<file path="src/rtl/wf68k_bus_pkg.sv">
// Shared definitions for the WF68K bus controller: FSM states, CPU size codes
// and DSACKn port-width encodings.
package wf68k_bus_pkg;

  typedef enum logic [2:0] {
    StIdle,
    StWait,
    StReq,
    StAck,
    StBerr
  } bus_state_e;

  localparam logic [1:0] SizeLong  = 2'b00;
  localparam logic [1:0] SizeByte  = 2'b01;
  localparam logic [1:0] SizeWord  = 2'b10;
  localparam logic [1:0] SizeThree = 2'b11;

  // DSACKn = {DSACK1n, DSACK0n}
  localparam logic [1:0] Dsack32   = 2'b00;
  localparam logic [1:0] Dsack16   = 2'b01;
  localparam logic [1:0] Dsack8    = 2'b10;
  localparam logic [1:0] DsackNone = 2'b11;

  function automatic logic [2:0] size_len(logic [1:0] size);
    unique case (size)
      SizeByte:  size_len = 3'd1;
      SizeWord:  size_len = 3'd2;
      SizeThree: size_len = 3'd3;
      default:   size_len = 3'd4;
    endcase
  endfunction

endpackage

</file>
<file path="src/rtl/wf68k_bus_be_decode.sv">
// Byte-enable decode: lanes from the address offset up to the transfer length,
// clipped at lane 3. be_o[3] is lane 0 (bits 31:24).
module wf68k_bus_be_decode
  import wf68k_bus_pkg::*;
(
  input  logic [1:0] size_i,
  input  logic [1:0] offset_i,
  output logic [3:0] be_o
);

  logic [2:0] last_lane;

  always_comb begin
    last_lane = {1'b0, offset_i} + size_len(size_i) - 3'd1;
    be_o      = 4'b0000;
    for (int unsigned lane = 0; lane < 4; lane++) begin
      be_o[3-lane] = (3'(lane) >= {1'b0, offset_i}) && (3'(lane) <= last_lane);
    end
  end

endmodule

</file>
<file path="src/rtl/wf68k_bus_ctrl.sv">
// Asynchronous 68020-style bus cycle to synchronous memory request bridge with
// wait states, address-window decode and bus-error timeout.
module wf68k_bus_ctrl
  import wf68k_bus_pkg::*;
#(
  parameter int unsigned WAIT_STATES = 1,
  parameter int unsigned TIMEOUT     = 255,
  parameter logic [31:0] MEM_BASE    = 32'h0000_0000,
  parameter int unsigned MEM_AW      = 16
) (
  input  logic              CLK,
  input  logic              RESET_INn,
  input  logic [31:0]       ADR,
  input  logic              ASn,
  input  logic              DSn,
  input  logic              RWn,
  input  logic [1:0]        SIZE,
  input  logic [31:0]       CPU_WDATA,
  output logic [31:0]       CPU_RDATA,
  output logic [1:0]        DSACKn,
  output logic              BERRn,
  output logic              STERMn,
  output logic [MEM_AW-3:0] MEM_ADR,
  output logic [3:0]        MEM_BE,
  output logic              MEM_REQ,
  output logic              MEM_WE,
  output logic [31:0]       MEM_WDATA,
  input  logic [31:0]       MEM_RDATA,
  input  logic              MEM_ACK
);

  localparam logic [32:0] WinLo    = {1'b0, MEM_BASE};
  localparam logic [32:0] WinHi    = WinLo + (33'd1 << MEM_AW);
  localparam logic [7:0]  TmoLimit = 8'(TIMEOUT);
  localparam logic [3:0]  WsLast   = 4'(WAIT_STATES - 1);

  bus_state_e state_q, state_d;
  logic [3:0] wait_q, wait_d;
  logic [7:0] tmo_q, tmo_d;
  logic       start;
  logic       hit;
  logic [3:0] be_next;

  logic [MEM_AW-3:0] mem_adr_q;
  logic [3:0]        mem_be_q;
  logic              mem_we_q;
  logic [31:0]       mem_wdata_q;
  logic              mem_req_q;
  logic [31:0]       cpu_rdata_q;
  logic [1:0]        dsackn_q;
  logic              berrn_q;

  assign hit = ({1'b0, ADR} >= WinLo) && ({1'b0, ADR} < WinHi);

  wf68k_bus_be_decode u_be_decode (
    .size_i   (SIZE),
    .offset_i (ADR[1:0]),
    .be_o     (be_next)
  );

  always_comb begin
    state_d = state_q;
    wait_d  = wait_q;
    tmo_d   = tmo_q;
    start   = 1'b0;
    unique case (state_q)
      StIdle: begin
        if (!ASn && !DSn) begin
          start  = 1'b1;
          wait_d = 4'd0;
          tmo_d  = 8'd0;
          if (!hit) begin
            state_d = StBerr;
          end else if (WAIT_STATES == 0) begin
            state_d = StReq;
          end else begin
            state_d = StWait;
          end
        end
      end
      StWait: begin
        if (ASn) begin
          state_d = StIdle;
        end else begin
          tmo_d = tmo_q + 8'd1;
          if (tmo_d == TmoLimit) begin
            state_d = StBerr;
          end else if (wait_q == WsLast) begin
            state_d = StReq;
          end else begin
            wait_d = wait_q + 4'd1;
          end
        end
      end
      StReq: begin
        if (ASn) begin
          state_d = StIdle;
        end else begin
          tmo_d = tmo_q + 8'd1;
          // A same-edge acknowledge takes priority over timeout expiry.
          if (MEM_ACK) begin
            state_d = StAck;
          end else if (tmo_d == TmoLimit) begin
            state_d = StBerr;
          end
        end
      end
      StAck, StBerr: begin
        if (ASn) state_d = StIdle;
      end
      default: state_d = StIdle;
    endcase
  end

  always_ff @(posedge CLK) begin
    if (!RESET_INn) begin
      state_q     <= StIdle;
      wait_q      <= 4'd0;
      tmo_q       <= 8'd0;
      mem_adr_q   <= '0;
      mem_be_q    <= 4'b0000;
      mem_we_q    <= 1'b0;
      mem_wdata_q <= 32'd0;
      mem_req_q   <= 1'b0;
      cpu_rdata_q <= 32'd0;
      dsackn_q    <= DsackNone;
      berrn_q     <= 1'b1;
    end else begin
      state_q <= state_d;
      wait_q  <= wait_d;
      tmo_q   <= tmo_d;
      if (start) begin
        mem_adr_q   <= ADR[MEM_AW-1:2];
        mem_be_q    <= be_next;
        mem_we_q    <= !RWn;
        mem_wdata_q <= CPU_WDATA;
      end
      if (state_q == StReq && state_d == StAck && !mem_we_q) begin
        cpu_rdata_q <= MEM_RDATA;
      end
      // Strobes follow the next state so every output leaves a flop.
      mem_req_q <= (state_d == StReq);
      dsackn_q  <= (state_d == StAck) ? Dsack32 : DsackNone;
      berrn_q   <= (state_d != StBerr);
    end
  end

  assign CPU_RDATA = cpu_rdata_q;
  assign DSACKn    = dsackn_q;
  assign BERRn     = berrn_q;
  assign STERMn    = 1'b1;
  assign MEM_ADR   = mem_adr_q;
  assign MEM_BE    = mem_be_q;
  assign MEM_REQ   = mem_req_q;
  assign MEM_WE    = mem_we_q;
  assign MEM_WDATA = mem_wdata_q;

endmodule
</file>
<file path="config.mk">
export PLATFORM = sky130hd
export DESIGN_NAME = wf68k_bus_ctrl
export DESIGN_NICKNAME = d
export VERILOG_FILES = /design/src/rtl/wf68k_bus_pkg.sv /design/src/rtl/wf68k_bus_be_decode.sv /design/src/rtl/wf68k_bus_ctrl.sv
export SDC_FILE = /design/constraint.sdc
export NUM_CORES = 1
export LEC_CHECK = 0
export ABC_CLOCK_PERIOD_IN_PS = 4500
export CAP_MARGIN = 20
export CORE_MARGIN = 5
export CORE_UTILIZATION = 40
export DETAILED_ROUTE_END_ITERATION = 12
export PLACE_DENSITY = 0.81
export SLEW_MARGIN = 20
export SYNTH_ARGS = -nofsm -noshare
export SYNTH_HDL_FRONTEND = slang
export SYNTH_SLANG_ARGS = --single-unit
</file>
<file path="constraint.sdc">
create_clock -name CLK -period 4.5 [get_ports CLK]
set_input_delay 0.45 -clock CLK [delete_from_list [all_inputs] [get_ports CLK]]
set_output_delay 0.45 -clock CLK [all_outputs]
set_load 0.02 [all_outputs]
</file>
==> results of run 1 <==
[per-layer routing]
layer,track usage,vias to the layer above,wire length (um)
met2,0.319,244,6750
met5,0,-,0
met3,0.0826,26,1780
met4,0.0680,0,227
met1,0.225,2213,5680
li1,-,2284,-
[cell type report]
type	instances	area [um2]
fillers	1009	4900
flip-flops and latches	101	2020
inverters	14	52.6
multi-input cells	368	2440
clock buffers	12	246
repair buffers	196	1950
clock inverters	3	68.8
well taps	147	184
[through the flow]
step | cells | total power, mW | utilization | instance area (um2) | hold WS [ns]
6_report | 841 | 2.03 | 0.587 | 6960 | 0.453
5_1_grt | 841 | 2.10 | 0.587 | 6960 | 0.469
4_1_cts | 841 | 2.05 | 0.587 | 6960 | 0.455
3_5_place_dp | 826 | 1.22 | 0.560 | 6640 | 0.447
3_3_place_gp | 826 | 1.21 | 0.560 | 6640 | 0.441
2_1_floorplan | 538 | 1.06 | - | 4790 | 0.471
[critical path: stages, from the launching register on]
cell	delay [ns]
dfxtp_2	1.05
nand2b_4	0.08
or3_1	0.50
nor3_4	0.67
buf_4	0.35
o311ai_0	0.16
a21oi_1	0.18
[how the worst max path moves through the flow]
stage	slack [ns]	end	from
CTS	1.47	CPU_RDATA[29]	state_q[0]
detailed placement	1.48	CPU_RDATA[29]	state_q[0]
finish	1.42	CPU_RDATA[29]	state_q[0]
global route	1.22	CPU_RDATA[27]	state_q[0]
global placement	1.59	CPU_RDATA[28]	state_q[0]
floorplan	2.46	CPU_RDATA[15]	wait_q[0]
[state kept, by name, summed over array words and instances (netlist names)]
register and flops:
MEM_WDATA 32, MEM_REQ 1, tmo_q 8, MEM_ADR 14
MEM_WE 1, DSACKn 1, state_q 3, CPU_RDATA 32
BERRn 1, wait_q 4, MEM_BE 4
[cell usage in the layout, fill, tap and decap left out, drive strengths merged, types with 3 or more instances in the layout]
cell type / synthesis / layout
a21oi: 95 / 95
a31oi: 3 / 3
buf: 24 / 6
clkbuf: 31 / 12
clkdlybuf4s50: 0 / 190
dfxtp: 101 / 101
ha: 7 / 7
inv: 14 / 15
nand2: 99 / 99
nand2b: 4 / 4
nand3: 6 / 6
nand3b: 4 / 4
nand4: 3 / 3
nor2: 14 / 14
nor3: 5 / 5
nor4: 6 / 6
o211ai: 5 / 5
o21ai: 11 / 11
o311ai: 34 / 34
o41ai: 32 / 32
or3: 7 / 7
or4: 3 / 3
[power breakdown]
part / internal, mW / leakage (nW) / switching (mW)
sequential: 0.916 / 0.820 / 0.0124
clock: 0.502 / 0.153 / 0.330
combinational: 0.139 / 1.33 / 0.127
[cell families (layout without fill, tap and decap cells)]
kind of cell | after synthesis | count (layout)
XOR/XNOR | 2 | 2
adder cells (fa/ha/maj) | 7 | 7
multiplexers | 1 | 1
flip-flops | 101 | 101
buffers and inverters | 69 | 225
other | 1 | 1
AO/OA/AOI/OAI | 196 | 196
AND/OR/NAND/NOR | 161 | 161
==> flow_summary.yaml, run 1 <==
job:
  max_cap_viol_count: 0
synth:
  synth-compound-area-share: 0.325
  synth.area.top_cells: "dfxtp_1 (42%), a21oi_1 (9.9%), o41ai_2 (9.9%)"
  syn_inst: 538
  synth_top_area_frac: 0.422
  synthXorXnorAreaFrac: 0.00366
  async_flop_share: 0
  synth.net_count: 649
  yosys-top-cells-count: "dfxtp_1 (101), nand2_1 (99), a21oi_1 (95), clkbuf_1 (31), o41ai_2 (29)"
  synth_most_common_cell: "dfxtp_1"
  yosys_warnings: 0
  yosysUniqueCellTypes: 53
  synth_edf_count: 0
  syn_area_per_cell_um2: 8.90
  syn_area_um2: 4790
  synth_top_family_by_area: "compound AO/OA/AOI/OAI gates"
  synthSimpleGateAreaFrac: 0.159
  synthMuxAreaShare: 0.00209
  ys_seq_area_frac: 0.422
  synthFlopType: "dfxtp_1"
  yosys.area.top_type: "dfxtp_1"
  synth_seq_cells: 101
  synth_adder_area_share: 0.0183
drt:
  via_per_inst: 5.67
  num_vias: 4767
  wl_per_cell_um: 17.2
  drc: 0
  drt-pass1-iter-count: 7
  drtIter0Drc: 436
  antenna_left: 0
  routed_wirelength_um: 14400
timing:
  period_needed_ns: 3.08
  fin_crit_sh: 0.684
  finalSetupViolations: 0
  hold_viol: 0
  setup_tns_ns: 0
  slew_headroom: 0.277
  tightest_slew_ns: 1.08
  setup_slack_ns: 1.42
  rsz0062_at_grt: "no"
  fin_skew_ns: 0.00691
  slew_viol_final: 0
  max_freq_mhz: 325
hold_path:
  whs_path_depth: 2
  worstHoldPathType: "flip-flop to flip-flop"
  hold_path_startpoint: "MEM_ADR[8]"
  min_to: "MEM_ADR[8]"
global_route:
  grt_pass1_vias: 4701
  grt_start_max_net_pins: 51
  grt_first_pass_wirelength_um: 22900
  overflow: 0
  antenna_found_initial: 0
  grt_usage: 0.194
worst_setup_path:
  reg2regPathDepth: 6
  crit_type: "flip-flop to flip-flop"
  worstPathArrival_ns: 3.34
  critPathMaxFanout: 41
  cp-end-kind: "flip-flop"
  reg2reg_slack_ns: 1.42
  worst-endpoint-required_ns: 4.77
  reg2reg_from: "state_q[0]"
  start_kind: "flip-flop"
  reg2reg_to: "CPU_RDATA[29]"
finish:
  syn_to_final_growth_pct: 45.4
  num_antenna_cells: 0
  finalNetCount: 801
  drive_above_1_share: 0.0922
clocking:
  post_cts_resize_count: 0
  cts_buffer_depth: 2
  numCtsBuffers: 9
  cts_setup_buffers: 0
  cts_hold_buf: 0
  clk_latency_ns: 0.34
  cts_root_buf: "clkbuf_16"
  cts.sinks: 101
  htree_levels: 3
  clkTransAtPathRegs_ns: 0.07
  tritoncts: "yes"
place:
  pre_cts_slack_ns: 1.48
  gp_congestion: 0.834
  port_buffers: 190
  dp_hpwl_um: 10200
floorplanning:
  core_um2: 11900
  design.die.area_um2: 14300
  start_util: 0.404
  ios: 192
  rows: 40
  die_w_um: 119
  die_h_um: 119
power:
  power_density_nw_per_um2: 291
  ir_worst_vdd_mv: 0.167
  p_leak_nw: 2.31
status:
  status: "complete, no violations"
(Power assumes the default switching activity.)
==> inputs of run 2 (changes only) <==
ABC_CLOCK_PERIOD_IN_PS = 2700   (was 4500)
CORE_UTILIZATION = 39   (was 40)
PLACE_DENSITY = 0.82   (was 0.81)
clock period = 2.7 ns   (was 4.5 ns; I/O delays follow)
==> run 2 against run 1 <==
Effect of this change:
- cell area increased by 1.5%
- count of clock-buffer cells in the layout decreased by 2
- combinational power up 71%
- register-to-register slack worse by 1.2 ns
- sequential share of layout area is 0.42 points lower
- hold slack gained 0.00059 ns
- clock skew up 0.0036 ns
==> flow_summary.yaml, run 2 (same netlist as run 1, synthesis figures left out) <==
clocking:
  post_cts_resize_count: 0
  cts_root_buf: "clkbuf_16"
  cts_buffer_depth: 2
  clkTransAtPathRegs_ns: 0.07
  clk_latency_ns: 0.35
  cts_setup_buffers: 0
  cts.sinks: 101
  cts_hold_buf: 0
  htree_levels: 3
  tritoncts: "yes"
  numCtsBuffers: 9
global_route:
  grt_first_pass_wirelength_um: 22600
  antenna_found_initial: 0
  grt_usage: 0.187
  overflow: 0
  grt_start_max_net_pins: 53
  grt_pass1_vias: 4659
drt:
  drtIter0Drc: 447
  routed_wirelength_um: 14500
  wl_per_cell_um: 17.0
  drc: 0
  antenna_left: 0
  via_per_inst: 5.68
  drt-pass1-iter-count: 6
  num_vias: 4839
floorplanning:
  core_um2: 12000
  ios: 192
  rows: 40
  die_h_um: 121
  design.die.area_um2: 14600
  start_util: 0.399
  die_w_um: 121
place:
  dp_hpwl_um: 10200
  pre_cts_slack_ns: 0.286
  gp_congestion: 0.826
  port_buffers: 190
status:
  status: "complete, no violations"
worst_setup_path:
  start_kind: "flip-flop"
  worst-endpoint-required_ns: 2.98
  reg2reg_slack_ns: 0.24
  critPathMaxFanout: 32
  crit_end: "CPU_RDATA[0]"
  reg2reg_from: "wait_q[0]"
  crit_type: "flip-flop to flip-flop"
  worstPathArrival_ns: 2.74
  reg2reg_to: "CPU_RDATA[0]"
  reg2regPathDepth: 8
  startpoint: "wait_q[0]"
  cp-end-kind: "flip-flop"
hold_path:
  worstHoldPathType: "flip-flop to flip-flop"
timing:
  setup_slack_ns: 0.242
  tightest_slew_ns: 0.618
  slew_headroom: 0.585
  fin_crit_sh: 0.910
  period_needed_ns: 2.46
  fin_skew_ns: 0.0105
  max_freq_mhz: 407
  hold_viol: 0
  finalSetupViolations: 0
  setup_tns_ns: 0
  rsz0062_at_grt: "no"
  slew_viol_final: 0
finish:
  num_antenna_cells: 0
  syn_to_final_growth_pct: 47.5
  nFillCells: 1035
  most-common-layout-cells: "clkdlybuf4s50_1 (190), dfxtp_1 (100), nand2_1 (99), a21oi_1 (95), o41ai_2 (29)"
  layout_commonest_cell: "clkdlybuf4s50_1"
  drive_above_1_share: 0.111
  finalNetCount: 811
power:
  power.combinational.fraction: 0.135
  seq_power_share: 0.460
  power.share.clock: 0.404
  power_density_nw_per_um2: 476
  switching_power_mw: 0.832
  p_leak_nw: 2.36
  p_sw_frac: 0.248
  ir_worst_vdd_mv: 0.325
  internal_power_mw: 2.53
job:
  max_cap_viol_count: 0
## run 2: power by group through the flow
stage / combinational [mW] / sequential, mW / clock, mW
after floorplan: 0.141 / 1.62 / 0
after global placement: 0.447 / 1.58 / 0
after detailed placement: 0.455 / 1.58 / 0
after CTS: 0.458 / 1.55 / 1.39
after global routing: 0.486 / 1.55 / 1.46
final: 0.455 / 1.55 / 1.36
## run 2: final cells by class
| type | instances | area [um2] | share of cell area |
|---|---|---|---|
| sequential | 101 | 2020 | 0.286 |
| timing repair buffer | 206 | 2050 | 0.290 |
| inverter | 14 | 52.6 | 0.00744 |
| clock inverter | 6 | 77.6 | 0.0110 |
| tap | 147 | 184 | 0.0260 |
| multi-input combinational | 368 | 2440 | 0.345 |
| clock buffer | 10 | 239 | 0.0338 |
## run 2: how the worst min path moves through the flow
stage,from,endpoint,cells past startpoint
final,MEM_WDATA[13],MEM_WDATA[13],2
after CTS,CPU_WDATA[1],MEM_WDATA[1],3
after floorplan,RWn,MEM_WE,1
after detailed placement,MEM_ADR[4],MEM_ADR[4],2
after global routing,ADR[3],MEM_ADR[1],3
after global placement,MEM_BE[2],MEM_BE[2],2
## run 2: per-layer routing
layer	up-vias	GRT usage	routed length [um]
li1	2300	-	-
met2	254	0.296	6700
met5	-	0	0
met4	0	0.0843	401
met3	35	0.0772	1740
met1	2250	0.223	5650
## run 2: stage by stage
stage	cell area, um2	util	hold slack, ns	instances	total power, mW
final	7060	0.588	0.454	852	3.36
after global routing	7060	0.588	0.468	852	3.50
after CTS	7060	0.588	0.456	852	3.39
after detailed placement	6750	0.562	0.448	836	2.04
after global placement	6750	0.562	0.439	836	2.03
after floorplan	4790	-	0.366	538	1.76
## run 2: worst max-delay path, stage by stage, from the launching register on
cell	delay, ns
dfxtp_1	0.44
inv_1	0.07
ha_1	0.20
nor3b_1	0.16
or3_1	0.51
o22ai_4	0.26
buf_4	0.36
o311ai_0	0.22
a21oi_1	0.17
==> inputs of run 3 (changes only) <==
CORE_UTILIZATION = 37   (was 39)
SYNTH_HIERARCHICAL = 1   (was default)
==> run 3 against run 2 <==
Effect of this change:
- largest cell class is now flip-flops and latches
- register-to-register slack improved by 0.29 ns
- count of clock-buffer cells in the layout did not move
- critical path type is now input port to flip-flop
- synthesized cell count fell by 4.8%
- highest routed layer unchanged
- die area fell by 7.9%
==> flow_summary.yaml, run 3 <==
status:
  status: "complete, no violations"
power:
  power_density_nw_per_um2: 510
  p_leak_nw: 2.29
  ir_worst_vdd_mv: 0.337
drt:
  antenna_left: 0
  routed_wirelength_um: 11800
  drt-pass1-iter-count: 4
  num_vias: 4112
  drtIter0Drc: 241
  via_per_inst: 4.95
  drc: 0
  wl_per_cell_um: 14.2
finish:
  num_antenna_cells: 0
  most-common-layout-cells: "clkdlybuf4s50_1 (189), nand2_1 (173), dfxtp_1 (101), a21oi_1 (38), a21boi_0 (34)"
  final_core_util: 0.589
  layout_commonest_cell: "clkdlybuf4s50_1"
  drive_above_1_share: 0.0391
  syn_to_final_growth_pct: 55.1
  finalNetCount: 797
timing:
  period_needed_ns: 2.19
  hold_viol: 0
  tightest_slew_ns: 0.916
  fin_skew_ns: 0.0105
  fin_crit_sh: 0.811
  slew_viol_final: 0
  finalSetupViolations: 0
  rsz0062_at_grt: "no"
  slew_headroom: 0.388
  setup_tns_ns: 0
  max_freq_mhz: 457
global_route:
  met3_usage: 0.0846
  use_met2: 0.310
  use_met1: 0.183
  antenna_found_initial: 0
  grt_start_max_net_pins: 56
  grt_first_pass_wirelength_um: 18900
  grt_usage: 0.173
  grt_pass1_vias: 4188
  grt_busiest_layer: "met2"
  overflow: 0
synth:
  yosysUniqueCellTypes: 43
  ys_seq_area_frac: 0.487
  yosys_warnings: 6
  syn_area_um2: 4150
  synth.net_count: 623
  yosys.area.top_type: "dfxtp_1"
  synth_most_common_cell: "nand2_1"
  synth_top_area_frac: 0.487
  synthFlopType: "dfxtp_1"
  yosys-top-cells-count: "nand2_1 (173), dfxtp_1 (101), a21oi_1 (38), a21boi_0 (34), clkbuf_1 (23)"
  syn_area_per_cell_um2: 8.11
  synth.area.top_cells: "dfxtp_1 (49%), nand2_1 (16%), a21boi_0 (6.1%)"
  syn_inst: 512
  synth_seq_cells: 101
  synth_edf_count: 0
  async_flop_share: 0
floorplanning:
  start_util: 0.380
  rows: 38
  die_w_um: 116
  ios: 192
  core_um2: 10900
  die_h_um: 116
  design.die.area_um2: 13400
worst_setup_path:
  reg2reg_slack_ns: 0.53
  crit_type: "input port to flip-flop"
  worstPathArrival_ns: 2.37
  cp_cell_sequence: "clkdlybuf4s50_1 > nor4_1 > nand4_1 > o22a_1 > or4_1 > buf_4 > nand2_1 > a21oi_1"
  reg2regPathDepth: 7
  start_kind: "input port"
  cp-end-kind: "flip-flop"
  slowest_delay_ns: 0.47
  reg2reg_to: "CPU_RDATA[17]"
  slowest_stage: "or4_1"
  startpoint: "ADR[22]"
  worst-endpoint-required_ns: 2.88
  critPathMaxFanout: 32
  reg2reg_from: "state_q[2]"
clocking:
  cts_hold_buf: 0
  htree_levels: 3
  post_cts_resize_count: 0
  cts_buffer_depth: 2
  cts.sinks: 101
  cts_root_buf: "clkbuf_16"
  clkTransAtPathRegs_ns: 0.07
  clk_latency_ns: 0.34
  numCtsBuffers: 9
  tritoncts: "yes"
  cts_setup_buffers: 0
hold_path:
  whs_path_depth: 2
  worstHoldPathType: "input port to flip-flop"
  hold_path_startpoint: "RESET_INn"
  min_to: "DSACKn[0]"
place:
  dp_hpwl_um: 8860
  port_buffers: 190
  gp_congestion: 0.846
job:
  max_cap_viol_count: 0
run 3: cell count changes after synthesis, sizes merged, moves of 5 or more:
cell	delta
o41ai	-32
buf	-14
o211ai	-5
o311ai	-34
clkbuf	-8
a21boi	+56
or3	-6
nand2	+74
a21oi	-57
run 3: cell type report:
| type | count | area, um2 |
|---|---|---|
| Fill cell | 990 | 4500 |
| Sequential cell | 101 | 2020 |
| Multi-Input combinational cell | 367 | 1950 |
| Timing Repair Buffer | 196 | 1940 |
| Clock buffer | 10 | 239 |
| Tap cell | 140 | 175 |
| Clock inverter | 6 | 68.8 |
| Inverter | 11 | 41.3 |
run 3: critical path, delay by kind of cell:
kind	cells	cell delay [ns]
buf+inv	2	0.66
compound gates	2	0.31
simple gates	4	1.11
run 3: power by group:
group          total (mW)  switching (mW)  internal (mW)
Combinational       0.422           0.183          0.240
Sequential           1.55          0.0200           1.53
Clock                1.32           0.565          0.751
run 3: metrics by stage:
stage | cells | total power [mW] | hold WS (ns) | setup WS, ns | cell area [um2]
final | 831 | 3.28 | 0.353 | 0.511 | 6440
after global routing | 831 | 3.44 | 0.389 | 0.373 | 6440
after CTS | 831 | 3.33 | 0.354 | 0.546 | 6440
after detailed placement | 815 | 2.01 | 0.444 | 0.183 | 6130
after global placement | 815 | 1.99 | 0.440 | 0.282 | 6130
after floorplan | 512 | 1.74 | 0.380 | 0.768 | 4150
run 3: worst max path at each step:
stage,endpoint
2_1_floorplan,CPU_RDATA[16]
3_3_place_gp,CPU_RDATA[17]
3_5_place_dp,CPU_RDATA[17]
4_1_cts,CPU_RDATA[17]
5_1_grt,wait_q[2]
6_report,CPU_RDATA[17]
run 3: layer usage:
metal / vias to the layer above / routed length, um
met3: 10 / 1450
met5: - / 0
met1: 1922 / 4470
li1: 2031 / -
met2: 149 / 5790
met4: 0 / 119
run 3: logic make-up (layout without fill, tap and decap cells):
kind of cell | count (synthesis) | in the layout | synth area share
AOI/OAI and AO/OA | 116 | 116 | 0.183
xor gates and xnor gates | 6 | 6 | 0.0127
adders and majority gates | 7 | 7 | 0.0211
buffers and inverters | 44 | 223 | 0.0476
DFF | 101 | 101 | 0.487
muxes | 2 | 2 | 0.00482
other | 1 | 1 | 0.000903
and+or+nand+nor | 235 | 235 | 0.243
==> edit 1, RTL diff (settings of run 3) <==
`WAIT_STATES`: 1 -> 0.
--- a/src/rtl/wf68k_bus_ctrl.sv
+++ b/src/rtl/wf68k_bus_ctrl.sv
@@ -3,7 +3,7 @@
 module wf68k_bus_ctrl
   import wf68k_bus_pkg::*;
 #(
-  parameter int unsigned WAIT_STATES = 1,
+  parameter int unsigned WAIT_STATES = 0,
   parameter int unsigned TIMEOUT     = 255,
   parameter logic [31:0] MEM_BASE    = 32'h0000_0000,
   parameter int unsigned MEM_AW      = 16
Function: changed (a bounded check fails within 4 cycles, from zero or initial values and one cycle with RESET_INn low).
==> edit 1 against run 3 <==
Register-to-register slack lost 0.096 ns; area after synthesis is 4.0% lower; cell area fell by 3.8%; wire length is 2.3% higher; hold slack better by 0.10 ns; worst setup slack got worse by 0.077 ns; sequential cell count unchanged; first-iteration DRC count down 22%; total power down 11%; highest routed layer unchanged.
==> edit 1: results <==
set metrics [dict create \
    status "finished, final reports clean" \
    clk_pin_slew_ns 0.10 \
    wl_per_cell_um 14.6 \
    clock-root-buffer "clkbuf_8" \
    synth_warnings 6 \
    synth_fp_nets 621 \
    diodes 0 \
    grtUsageMet2_pct 32.0 \
    grt_pass1_wl_mm 19.4 \
    drt_pass1_iterations 4 \
    cellLeakagePower_nw 2.17 \
    dp_hpwl_mm 9.09 \
    slowest_stage "or4b_4" \
    finalNetCount 796 \
    cp_max_fo 6 \
    synthTopCellsByCount "nand2_1 (172), dfxtp_1 (101), a21oi_1 (92), clkbuf_1 (29), nor2_1 (20)" \
    wl_met3_mm 1.23 \
    grt_use_total_pct 18.0 \
    relSlewSlack_pct 58.7 \
    io_buffer_count 190 \
    wl_met1_mm 4.71 \
    numCtsBuffers 9 \
    seq_area_frac_synth_pct 50.7 \
    peakVddDrop_v 0.000243 \
    finClkSkew_ns 0.0117 \
    use_met3_pct 6.26 \
    met2_length_mm 5.94 \
    drt_iter0_markers 188 \
    dpl_cell_area_um2 6000 \
    worstPathArrival_ns 2.50 \
    synth.area.top_cells "dfxtp_1 (51%), nand2_1 (16%), a21oi_1 (12%)" \
    drive_above_1_share_pct 5.21 \
    rrSetupSlack_ns 0.43 \
    viasPerCell 4.94 \
    grt_pass1_vias 4071 \
    core_um2 10400 \
    grt_max_degree 51 \
    gr-usage-met1_pct 20.0 \
    gp_congestion 0.826 \
    hold_path_class "input pin to flop" \
    cp_slowest_stage_delay_ns 0.50 \
]
==> edit 1: per-stage QoR <==
| stage | util [%] | worst slack [ns] | std cells | hold slack [ns] |
|---|---|---|---|---|
| after floorplan | - | 0.613 | 511 | 0.348 |
| after global placement | 57.6 | 0.477 | 811 | 0.441 |
| after detailed placement | 57.6 | 0.312 | 811 | 0.447 |
| after CTS | 59.5 | 0.431 | 827 | 0.430 |
| after global routing | 59.5 | 0.279 | 827 | 0.439 |
| final | 59.5 | 0.434 | 827 | 0.453 |
==> edit 1: cells by family after synthesis <==
group	share of synthesized area, %
simple gates	24.5
mux	0.534
fa+ha+maj	1.88
flops	50.7
buf+inv	4.43
other cells	0.0941
compound gates	16.7
xor+xnor	1.10
==> edit 1: cell type report <==
type                       instances  area [µm²]
clock inverter                     6        70.1
tap                              136         170
fill                             923        4220
sequential                       101        2020
multi-input combinational        366        1800
timing repair buffer             196        1960
clock buffer                      10         128
inverter                          12        45.0
==> edit 1: tightest hold or removal path: stages <==
cell and delay (ns):
clkdlybuf4s50_1 0.39, nand2_1 0.05, a21oi_1 0.05
==> edit 1: worst paths after layout <==
path,to,startpoint,depth (start not counted)
worst max-delay path,BERRn$_SDFF_PN1_,tmo_q[0]$_SDFFE_PN0P_,6
worst min-delay path,CPU_RDATA[1]$_SDFFE_PN0P_,MEM_RDATA[1],3
worst max register to register,BERRn$_SDFF_PN1_,tmo_q[0]$_SDFFE_PN0P_,6
worst min register to register,MEM_ADR[4]$_SDFFE_PN0P_,MEM_ADR[4]$_SDFFE_PN0P_,2
==> edit 1: where the power goes <==
part	internal [mW]	leakage (nW)	switching [mW]	total, mW
clock network	0.438	0.0948	0.529	0.967
logic	0.231	1.26	0.183	0.415
registers	1.53	0.819	0.0196	1.55
total	2.20	2.17	0.732	2.93
==> edit 2, RTL diff (flow settings as in run 3) <==
Made on the original files. Register the output `BERRn` once more, without a reset; this adds one clock of latency there. The other outputs are not delayed to match.
--- a/src/rtl/wf68k_bus_ctrl.sv
+++ b/src/rtl/wf68k_bus_ctrl.sv
@@ -147,7 +147,9 @@
 
   assign CPU_RDATA = cpu_rdata_q;
   assign DSACKn    = dsackn_q;
-  assign BERRn     = berrn_q;
+  always_ff @(posedge CLK) begin
+    BERRn <= berrn_q;
+  end
   assign STERMn    = 1'b1;
   assign MEM_ADR   = mem_adr_q;
   assign MEM_BE    = mem_be_q;
Behaviour: not the same (a bounded check fails within 4 cycles, from zero or initial values and one cycle with RESET_INn low).
==> edit 2 against run 3 <==
Critical path depth unchanged; cell area increased by 0.72%; sequential cell count rose by 1; worst setup slack got worse by 0.029 ns; wire length grew 1.9%; area after synthesis is 0.48% higher; total power increased by 4.1%; fmax decreased by 1.3%; critical endpoint unchanged.
==> edit 2: results <==
set metrics [dict create \
    drt_iter0_markers 289 \
    cellLeakagePower_nw 2.31 \
    seq_power_share_pct 45.7 \
    gr-usage-met1_pct 20.1 \
    holdWs_ns 0.329 \
    viasPerCell 4.95 \
    synthArstFlopShare_pct 0 \
    grt_max_degree 56 \
    slowest_stage "or4_1" \
    status "finished, final reports clean" \
    diodes 0 \
    clock-root-buffer "clkbuf_16" \
    place_inst 817 \
    finalCritPeriodShare_pct 82.1 \
    tightest_slew_ns 0.908 \
    postCtsSetupBuffers 0 \
    htree_levels 3 \
    grt_pass1_vias 4067 \
    dpl_cell_area_um2 6160 \
    critPathTopFamily "simple AND/OR/NAND/NOR gates" \
    cp_max_fo 32 \
    gp_congestion 0.883 \
    finalNetCount 799 \
    seq_area_frac_synth_pct 49.0 \
    finClkSkew_ns 0.00930 \
    clk-power_mw 1.43 \
    ctsResizeCount 0 \
    io_buffer_count 190 \
    numCtsBuffers 9 \
    rrSetupSlack_ns 0.56 \
    wl_met1_mm 4.77 \
    drive_above_1_share_pct 3.62 \
    syn_area_per_cell_um2 8.13 \
    synthMuxAreaShare_pct 0.480 \
    grtUsageMet2_pct 30.9 \
    power.share.switching_pct 21.6 \
    synth-xor-area-share_pct 1.26 \
    drt_pass1_iterations 4 \
    peakVddDrop_v 0.000370 \
    wl_met3_mm 1.22 \
    synth.area.top_cells "dfxtp_1 (49%), nand2_1 (16%), a21boi_0 (6.1%)" \
    synth_compound_area_share_pct 18.2 \
    final_cells 831 \
    synth_warnings 6 \
    seq_cell_power_mw 1.56 \
    cts.path.max_buffers 2 \
    place_ws_ns 0.155 \
    grt_pass1_wl_mm 19.3 \
    synth.distinct_cells 43 \
    met2_length_mm 5.92 \
    routed.top_layer "met4" \
    synthTopCellsByCount "nand2_1 (173), dfxtp_1 (102), a21oi_1 (38), a21boi_0 (34), clkbuf_1 (23)" \
    grt_use_total_pct 17.6 \
    dp_hpwl_mm 9.09 \
    use_met3_pct 6.48 \
    clock_latency_ns 0.33 \
    hold_path_class "flop to flop" \
    wl_per_cell_um 14.5 \
    synth_fp_nets 624 \
    synthAdderAreaFrac_pct 2.10 \
]
==> edit 2: cell count changes in the layout (fill, tap and decap cells not counted), sizes merged <==
cell	delta
dfxtp	+1
buf	+1
inv	-2
bufinv	+2
clkinv	-2
==> edit 2: final timing paths <==
check,startpoint,to,cells past startpoint
hold / removal,berrn_q$_SDFF_PN1_,BERRn$_DFF_P_,0
hold reg to reg,berrn_q$_SDFF_PN1_,BERRn$_DFF_P_,0
setup reg to reg,tmo_q[0]$_SDFFE_PN0P_,wait_q[2]$_SDFFE_PN0P_,7
setup / recovery,ADR[22],CPU_RDATA[17]$_SDFFE_PN0P_,8
==> edit 2: area by class of cell <==
cell class                      instances  area (µm²)
Tap cell                              140         175
Clock inverter                          4        97.6
Timing Repair Buffer                  197        1950
Sequential cell                       102        2040
Multi-Input combinational cell        367        1950
Clock buffer                           10         229
Fill cell                             959        4450
Inverter                               11        41.3
